--- config.mk ---
export PLATFORM = sky130hd
export DESIGN_NAME = uart_tx_ctrl_flat
export DESIGN_NICKNAME = d
export VERILOG_FILES = /design/src/rtl/uart_tx_ctrl_if.sv /design/src/rtl/uart_tx_ctrl.sv /design/src/flat_wrapper.sv
export SDC_FILE = /design/constraint.sdc
export NUM_CORES = 1
export LEC_CHECK = 0
export ABC_AREA = 1
export ABC_CLOCK_PERIOD_IN_PS = 2800
export BUFFER_PORTS_ARGS = -buffer_cell sky130_fd_sc_hd__buf_2
export CORE_ASPECT_RATIO = 1.1
export CORE_MARGIN = 5
export CORE_UTILIZATION = 45
export DETAILED_ROUTE_END_ITERATION = 12
export MAX_ROUTING_LAYER = met4
export PLACE_DENSITY = 0.71
export SLEW_MARGIN = 20
export SYNTH_ARGS = -nofsm -noshare
export SYNTH_HDL_FRONTEND = slang
export SYNTH_SLANG_ARGS = --single-unit
--- constraint.sdc ---
create_clock -name CLK -period 2.8 [get_ports CLK]
set_clock_uncertainty 0.05 [all_clocks]
set_input_delay 0.28 -clock CLK [delete_from_list [all_inputs] [get_ports CLK]]
set_output_delay 0.28 -clock CLK [all_outputs]
set_load 0.02 [all_outputs]
--- src/rtl/uart_tx_ctrl_if.sv ---
// Byte-in / mux-control-out bundle of the UART transmit controller.
// master: the byte producer, which also watches the mux controls.
// slave:  the controller, which drives the mux controls.
interface uart_tx_ctrl_if #(
    parameter int DATA_WIDTH = 8
);
    logic [DATA_WIDTH-1:0] P_DATA;
    logic                  DATA_VALID;
    logic                  PAR_EN;
    logic                  PAR_TYP;
    logic [1:0]            MUX_SEL;
    logic                  SER_DATA;
    logic                  PAR_BIT;
    logic                  BUSY;

    modport master (
        output P_DATA, DATA_VALID, PAR_EN, PAR_TYP,
        input  MUX_SEL, SER_DATA, PAR_BIT, BUSY
    );

    modport slave (
        input  P_DATA, DATA_VALID, PAR_EN, PAR_TYP,
        output MUX_SEL, SER_DATA, PAR_BIT, BUSY
    );
endinterface

--- src/rtl/uart_tx_ctrl.sv ---
// UART transmit sequencer. It emits one frame bit per CLK cycle:
// start, then DATA_WIDTH data bits LSB first, then an optional parity bit,
// then stop. It drives the select, data and parity inputs of the TX mux.
//
// state  | meaning
// IDLE   | line at stop level; accept a word when DATA_VALID is high
// START  | start bit, one cycle
// DATA   | DATA_WIDTH cycles, shift register LSB on SER_DATA
// PARITY | parity bit, one cycle, only when latched PAR_EN is set
// STOP   | stop bit, one cycle, then back to IDLE
module uart_tx_ctrl #(
    parameter int DATA_WIDTH = 8
) (
    input  logic           CLK,
    input  logic           RST,
    uart_tx_ctrl_if.slave  bus
);

    localparam int CNT_W = (DATA_WIDTH > 1) ? $clog2(DATA_WIDTH) : 1;
    localparam logic [CNT_W-1:0] CNT_LAST = CNT_W'(DATA_WIDTH - 1);

    localparam logic [1:0] SEL_START  = 2'b00;
    localparam logic [1:0] SEL_DATA   = 2'b01;
    localparam logic [1:0] SEL_PARITY = 2'b10;
    localparam logic [1:0] SEL_STOP   = 2'b11;

    typedef enum logic [2:0] {
        IDLE   = 3'd0,
        START  = 3'd1,
        DATA   = 3'd2,
        PARITY = 3'd3,
        STOP   = 3'd4
    } state_t;

    state_t                state;
    logic [DATA_WIDTH-1:0] shift_reg;
    logic [CNT_W-1:0]      bit_cnt;
    logic                  par_en_q;
    logic [1:0]            mux_sel_q;
    logic                  busy_q;
    logic                  par_bit_q;

    // Frame sequencer. MUX_SEL and BUSY are registered next to the state so
    // they always equal the decode of the state being entered; no input
    // reaches an output without passing through a flop.
    always_ff @(posedge CLK) begin
        if (RST) begin
            state     <= IDLE;
            shift_reg <= '0;
            bit_cnt   <= '0;
            par_en_q  <= 1'b0;
            mux_sel_q <= SEL_STOP;
            busy_q    <= 1'b0;
            par_bit_q <= 1'b0;
        end else begin
            case (state)
                IDLE: begin
                    if (bus.DATA_VALID) begin
                        shift_reg <= bus.P_DATA;
                        par_en_q  <= bus.PAR_EN;
                        // Parity is computed once at acceptance and held
                        // until the next word, so later input changes cannot
                        // disturb the frame in flight.
                        par_bit_q <= (^bus.P_DATA) ^ bus.PAR_TYP;
                        state     <= START;
                        mux_sel_q <= SEL_START;
                        busy_q    <= 1'b1;
                    end
                end
                START: begin
                    bit_cnt   <= '0;
                    state     <= DATA;
                    mux_sel_q <= SEL_DATA;
                end
                DATA: begin
                    shift_reg <= shift_reg >> 1;
                    if (bit_cnt == CNT_LAST) begin
                        bit_cnt <= '0;
                        if (par_en_q) begin
                            state     <= PARITY;
                            mux_sel_q <= SEL_PARITY;
                        end else begin
                            state     <= STOP;
                            mux_sel_q <= SEL_STOP;
                        end
                    end else begin
                        bit_cnt <= bit_cnt + CNT_W'(1);
                    end
                end
                PARITY: begin
                    state     <= STOP;
                    mux_sel_q <= SEL_STOP;
                end
                STOP: begin
                    state     <= IDLE;
                    mux_sel_q <= SEL_STOP;
                    busy_q    <= 1'b0;
                end
                default: begin
                    state     <= IDLE;
                    mux_sel_q <= SEL_STOP;
                    busy_q    <= 1'b0;
                end
            endcase
        end
    end

    // Outside DATA the serial bit is simply the register LSB, which keeps it
    // deterministic even though the mux ignores it there.
    assign bus.SER_DATA = shift_reg[0];
    assign bus.MUX_SEL  = mux_sel_q;
    assign bus.BUSY     = busy_q;
    assign bus.PAR_BIT  = par_bit_q;

endmodule

--- src/flat_wrapper.sv ---
// flat-port wrapper written by rule: the top's interface ports become plain ports
module uart_tx_ctrl_flat 
#(
    parameter int DATA_WIDTH = 8
)
  (CLK, RST, bus_P_DATA, bus_DATA_VALID, bus_PAR_EN, bus_PAR_TYP, bus_MUX_SEL, bus_SER_DATA, bus_PAR_BIT, bus_BUSY);
  uart_tx_ctrl_if #(.DATA_WIDTH(DATA_WIDTH)) bus_i ();
  input  logic CLK;
  input  logic RST;
  input wire logic [$bits(bus_i.P_DATA)-1:0] bus_P_DATA;
  input wire logic [$bits(bus_i.DATA_VALID)-1:0] bus_DATA_VALID;
  input wire logic [$bits(bus_i.PAR_EN)-1:0] bus_PAR_EN;
  input wire logic [$bits(bus_i.PAR_TYP)-1:0] bus_PAR_TYP;
  output wire logic [$bits(bus_i.MUX_SEL)-1:0] bus_MUX_SEL;
  output wire logic [$bits(bus_i.SER_DATA)-1:0] bus_SER_DATA;
  output wire logic [$bits(bus_i.PAR_BIT)-1:0] bus_PAR_BIT;
  output wire logic [$bits(bus_i.BUSY)-1:0] bus_BUSY;
  assign bus_i.P_DATA = bus_P_DATA;
  assign bus_i.DATA_VALID = bus_DATA_VALID;
  assign bus_i.PAR_EN = bus_PAR_EN;
  assign bus_i.PAR_TYP = bus_PAR_TYP;
  assign bus_MUX_SEL = bus_i.MUX_SEL;
  assign bus_SER_DATA = bus_i.SER_DATA;
  assign bus_PAR_BIT = bus_i.PAR_BIT;
  assign bus_BUSY = bus_i.BUSY;
  uart_tx_ctrl #(.DATA_WIDTH(DATA_WIDTH)) u_core (.CLK(CLK), .RST(RST), .bus(bus_i));
endmodule
==> results by group <==
Pwr
  • P per Cell Area: 897 nW/um^2
  • Part of the power in the clock network: a little over an eighth
  • Leak: approximately 0.56 nW
  • Switching Power: 0.428 mW
  • Sw Share: 43.2%
  • Power, Total: around 0.99 mW
  • Peak VDD IR: between 0.4 and 0.5 mV
  • Register share of total power: 43.0%
  • Combinational Power Share: between 40 and 50%
  • Internal: ~0.56 mW

STA
  • Max Clk Rate: between 700 and 800 MHz
  • Final Critical Period: 1.39 ns
  • Setup ws final: approximately 1.4 ns
  • Hold Slack: 0.199 ns
  • Final TNS setup: 0 ns
  • RSZ-0062 raised after global routing: no
  • Max Slew Vio Count: 0
  • Slew HR: about three quarters
  • Tcrit/Tclk final: 49.8%
  • Fin. Hold Viols: 0
  • Tightest Pin Transition: around 0.38 ns
  • Final setup vio count: 0

Hold path
  • Hold path start: RST
  • Hold Crit Class: in -> reg

Finish
  • Register area: between 300 and 400 um^2
  • Area Overhead vs Synth: 11.1%
  • Largest register FFs: 8
  • N_diodes: 0
  • Multi-input gate area: 503 um^2
  • # fillers: around 220
  • Share of layout cells above drive strength 1: ~23%
  • Final nets: ~170

Yosys
  • Asr flop ratio synth: 0%
  • Prevailing post-synth register cell: dfxtp_1
  • Cell variety after synth: 24
  • Count leader, synth: nand2_1
  • Yosys reg bits: 19
  • Area leader, netlist: dfxtp_1
  • Register area share after synthesis: 38.2%
  • Syn_nets: approximately 150
  • Post-Syn Instances: between 100 and 150
  • Synth area leaders: dfxtp_1 (38%), nand2_1 (18%), inv_1 (6.0%)
  • Syn_area_per_cell: between 7 and 8 um^2
  • Yosys top cell area share: 38.2%
  • Synth cell count leaders: nand2_1 (47), dfxtp_1 (19), inv_1 (16)
  • Post-synth EDFFs: 0
  • Syn. warnings: 0
  • Synth Cell Area: between 900 and 1000 um^2

Global routing
  • Largest net degree at the start of global routing: 15
  • Initial antenna violation count: 0
  • Total track usage: roughly 14%
  • First-pass GRT wire length: between 3000 and 4000 um
  • Vias in the first global route: roughly 780
  • Overflow after GRT: 0

Clock network
  • PostCTS Resize Cnt: 0
  • CTS Root Cell: clkbuf_4
  • # hold bufs at CTS: 0
  • CTS HTree Levels: 1
  • Num CTS Buffers: 3
  • CTS sink cnt: 19
  • Longest Clk Path Bufs: 2
  • Clk_lat worst skew: ~0.29 ns
  • CTS tree: built
  • Clock transition at the registers of the reported paths: roughly 0.10 ns
  • Setup Buffers After CTS: 0

Critical path
  • Critical Path Start Type: register
  • Worst Setup SP: u_core.state[2]
  • Worst Path Required: 2.97 ns
  • Crit end category: register
  • Largest fanout on the critical path: 12
  • Arrival @ worst endpoint: 1.56 ns
  • Worst R2R Start: u_core.state[2]
  • Crit Path Class: reg -> reg

Drt
  • Vias/cell: 4.87
  • Post-DRT Antenna Nets: 0
  • Final WL: roughly 1900 um
  • Routed len/inst: a little over 10 um
  • DR DRC count: 0
  • First DRT Iteration DRCs: 18
  • DR pass1 iterations: 4
  • Via count: ~900

Job
  • Max-cap viol count: 0

Place
  • Setup WS pre-CTS: ~1.4 ns
  • GPL Wtd Cong: ~0.8
  • Final HPWL DP: 1540 um
  • Count of input and output buffers: 17

Floorplanning
  • Initial core utilization: ~48%
  • Row cnt: 17
  • Core area: roughly 2100 um^2
  • Die Area: ~3300 um^2
  • I/O pin cnt: 18
  • Chip width: around 55 um
  • Die height: between 50 and 60 um

Run status
  • Status: finished clean
## power by group through the flow
stage / combinational [mW] / sequential (mW) / clock (mW)
2_1_floorplan: 0.345 / 0.454 / 0
3_3_place_gp: 0.426 / 0.428 / 0
3_5_place_dp: 0.438 / 0.432 / 0
4_1_cts: 0.437 / 0.427 / 0.139
5_1_grt: 0.486 / 0.438 / 0.157
6_report: 0.432 / 0.426 / 0.133
## cell families (layout without fill, tap and decap cells)
| kind of cell | Yosys count | after routing | synth area share (%) |
|---|---|---|---|
| AO/OA/AOI/OAI | 28 | 28 | 16.7 |
| XOR/XNOR | 1 | 1 | 0.881 |
| adder cells (fa/ha/maj) | 2 | 2 | 2.52 |
| buffers and inverters | 23 | 40 | 11.2 |
| flip-flops | 19 | 19 | 38.2 |
| AND/OR/NAND/NOR | 66 | 66 | 30.4 |
## critical path, stage by stage (launching register included)
cell and delay, ns:
dfxtp_1 0.34, inv_2 0.06, nand2_2 0.06, nor2_4 0.23, inv_4 0.13, nor2_4 0.14, inv_1 0.08, nand2_2 0.09
nand2_1 0.06, o211ai_1 0.08
## stage by stage
stage | cell area, um^2 | std cells | utilization, %
6_report | 1100 | 184 | 53.5
5_1_grt | 1100 | 184 | 53.5
4_1_cts | 1100 | 184 | 53.5
3_5_place_dp | 1080 | 180 | 52.2
3_3_place_gp | 1080 | 180 | 52.2
2_1_floorplan | 995 | 139 | -
## routing by layer
metal | part of all wire (%) | wire [um] | global-route usage, % | vias to the layer above
li1 | - | - | - | 480
met1 | 42 | 811 | 14.3 | 389
met2 | 51 | 968 | 23.3 | 23
met3 | 5.2 | 99 | 2.52 | 4
met4 | 1.7 | 32 | 8.54 | 0
met5 | 0 | 0 | - | -
## final cells by class
class                           instances  area share [%]
Inverter                               19            6.68
Sequential cell                        19            34.4
Clock buffer                            3            2.04
Clock inverter                          1           0.453
Timing Repair Buffer                   17            7.70
Tap cell                               28            3.17
Multi-Input combinational cell         97            45.5
## layout by cell type (no fill, tap or decap), types with 2 or more instances in the layout
cell and n:
nor2_1 4, inv_2 2, nand2_1 47, o21ai_0 7, nor2_4 3, buf_2 17
dfxtp_1 19, nand3_1 5, inv_1 16, a21oi_1 9, clkbuf_4 3, a31oi_1 7
nand2_4 2, o21ai_2 4, ha_1 2, nand2_2 2
## worst paths after layout
kind | to | slack [ns] | cells after the start
max | u_core.bus.MUX_SEL[1] | 1.41 | 9
min | u_core.bit_cnt[2] | 0.20 | 2
max reg2reg | u_core.bus.MUX_SEL[1] | 1.41 | 9
min reg2reg | u_core.bus.MUX_SEL[0] | 0.41 | 2
(Power assumes the default switching activity.)
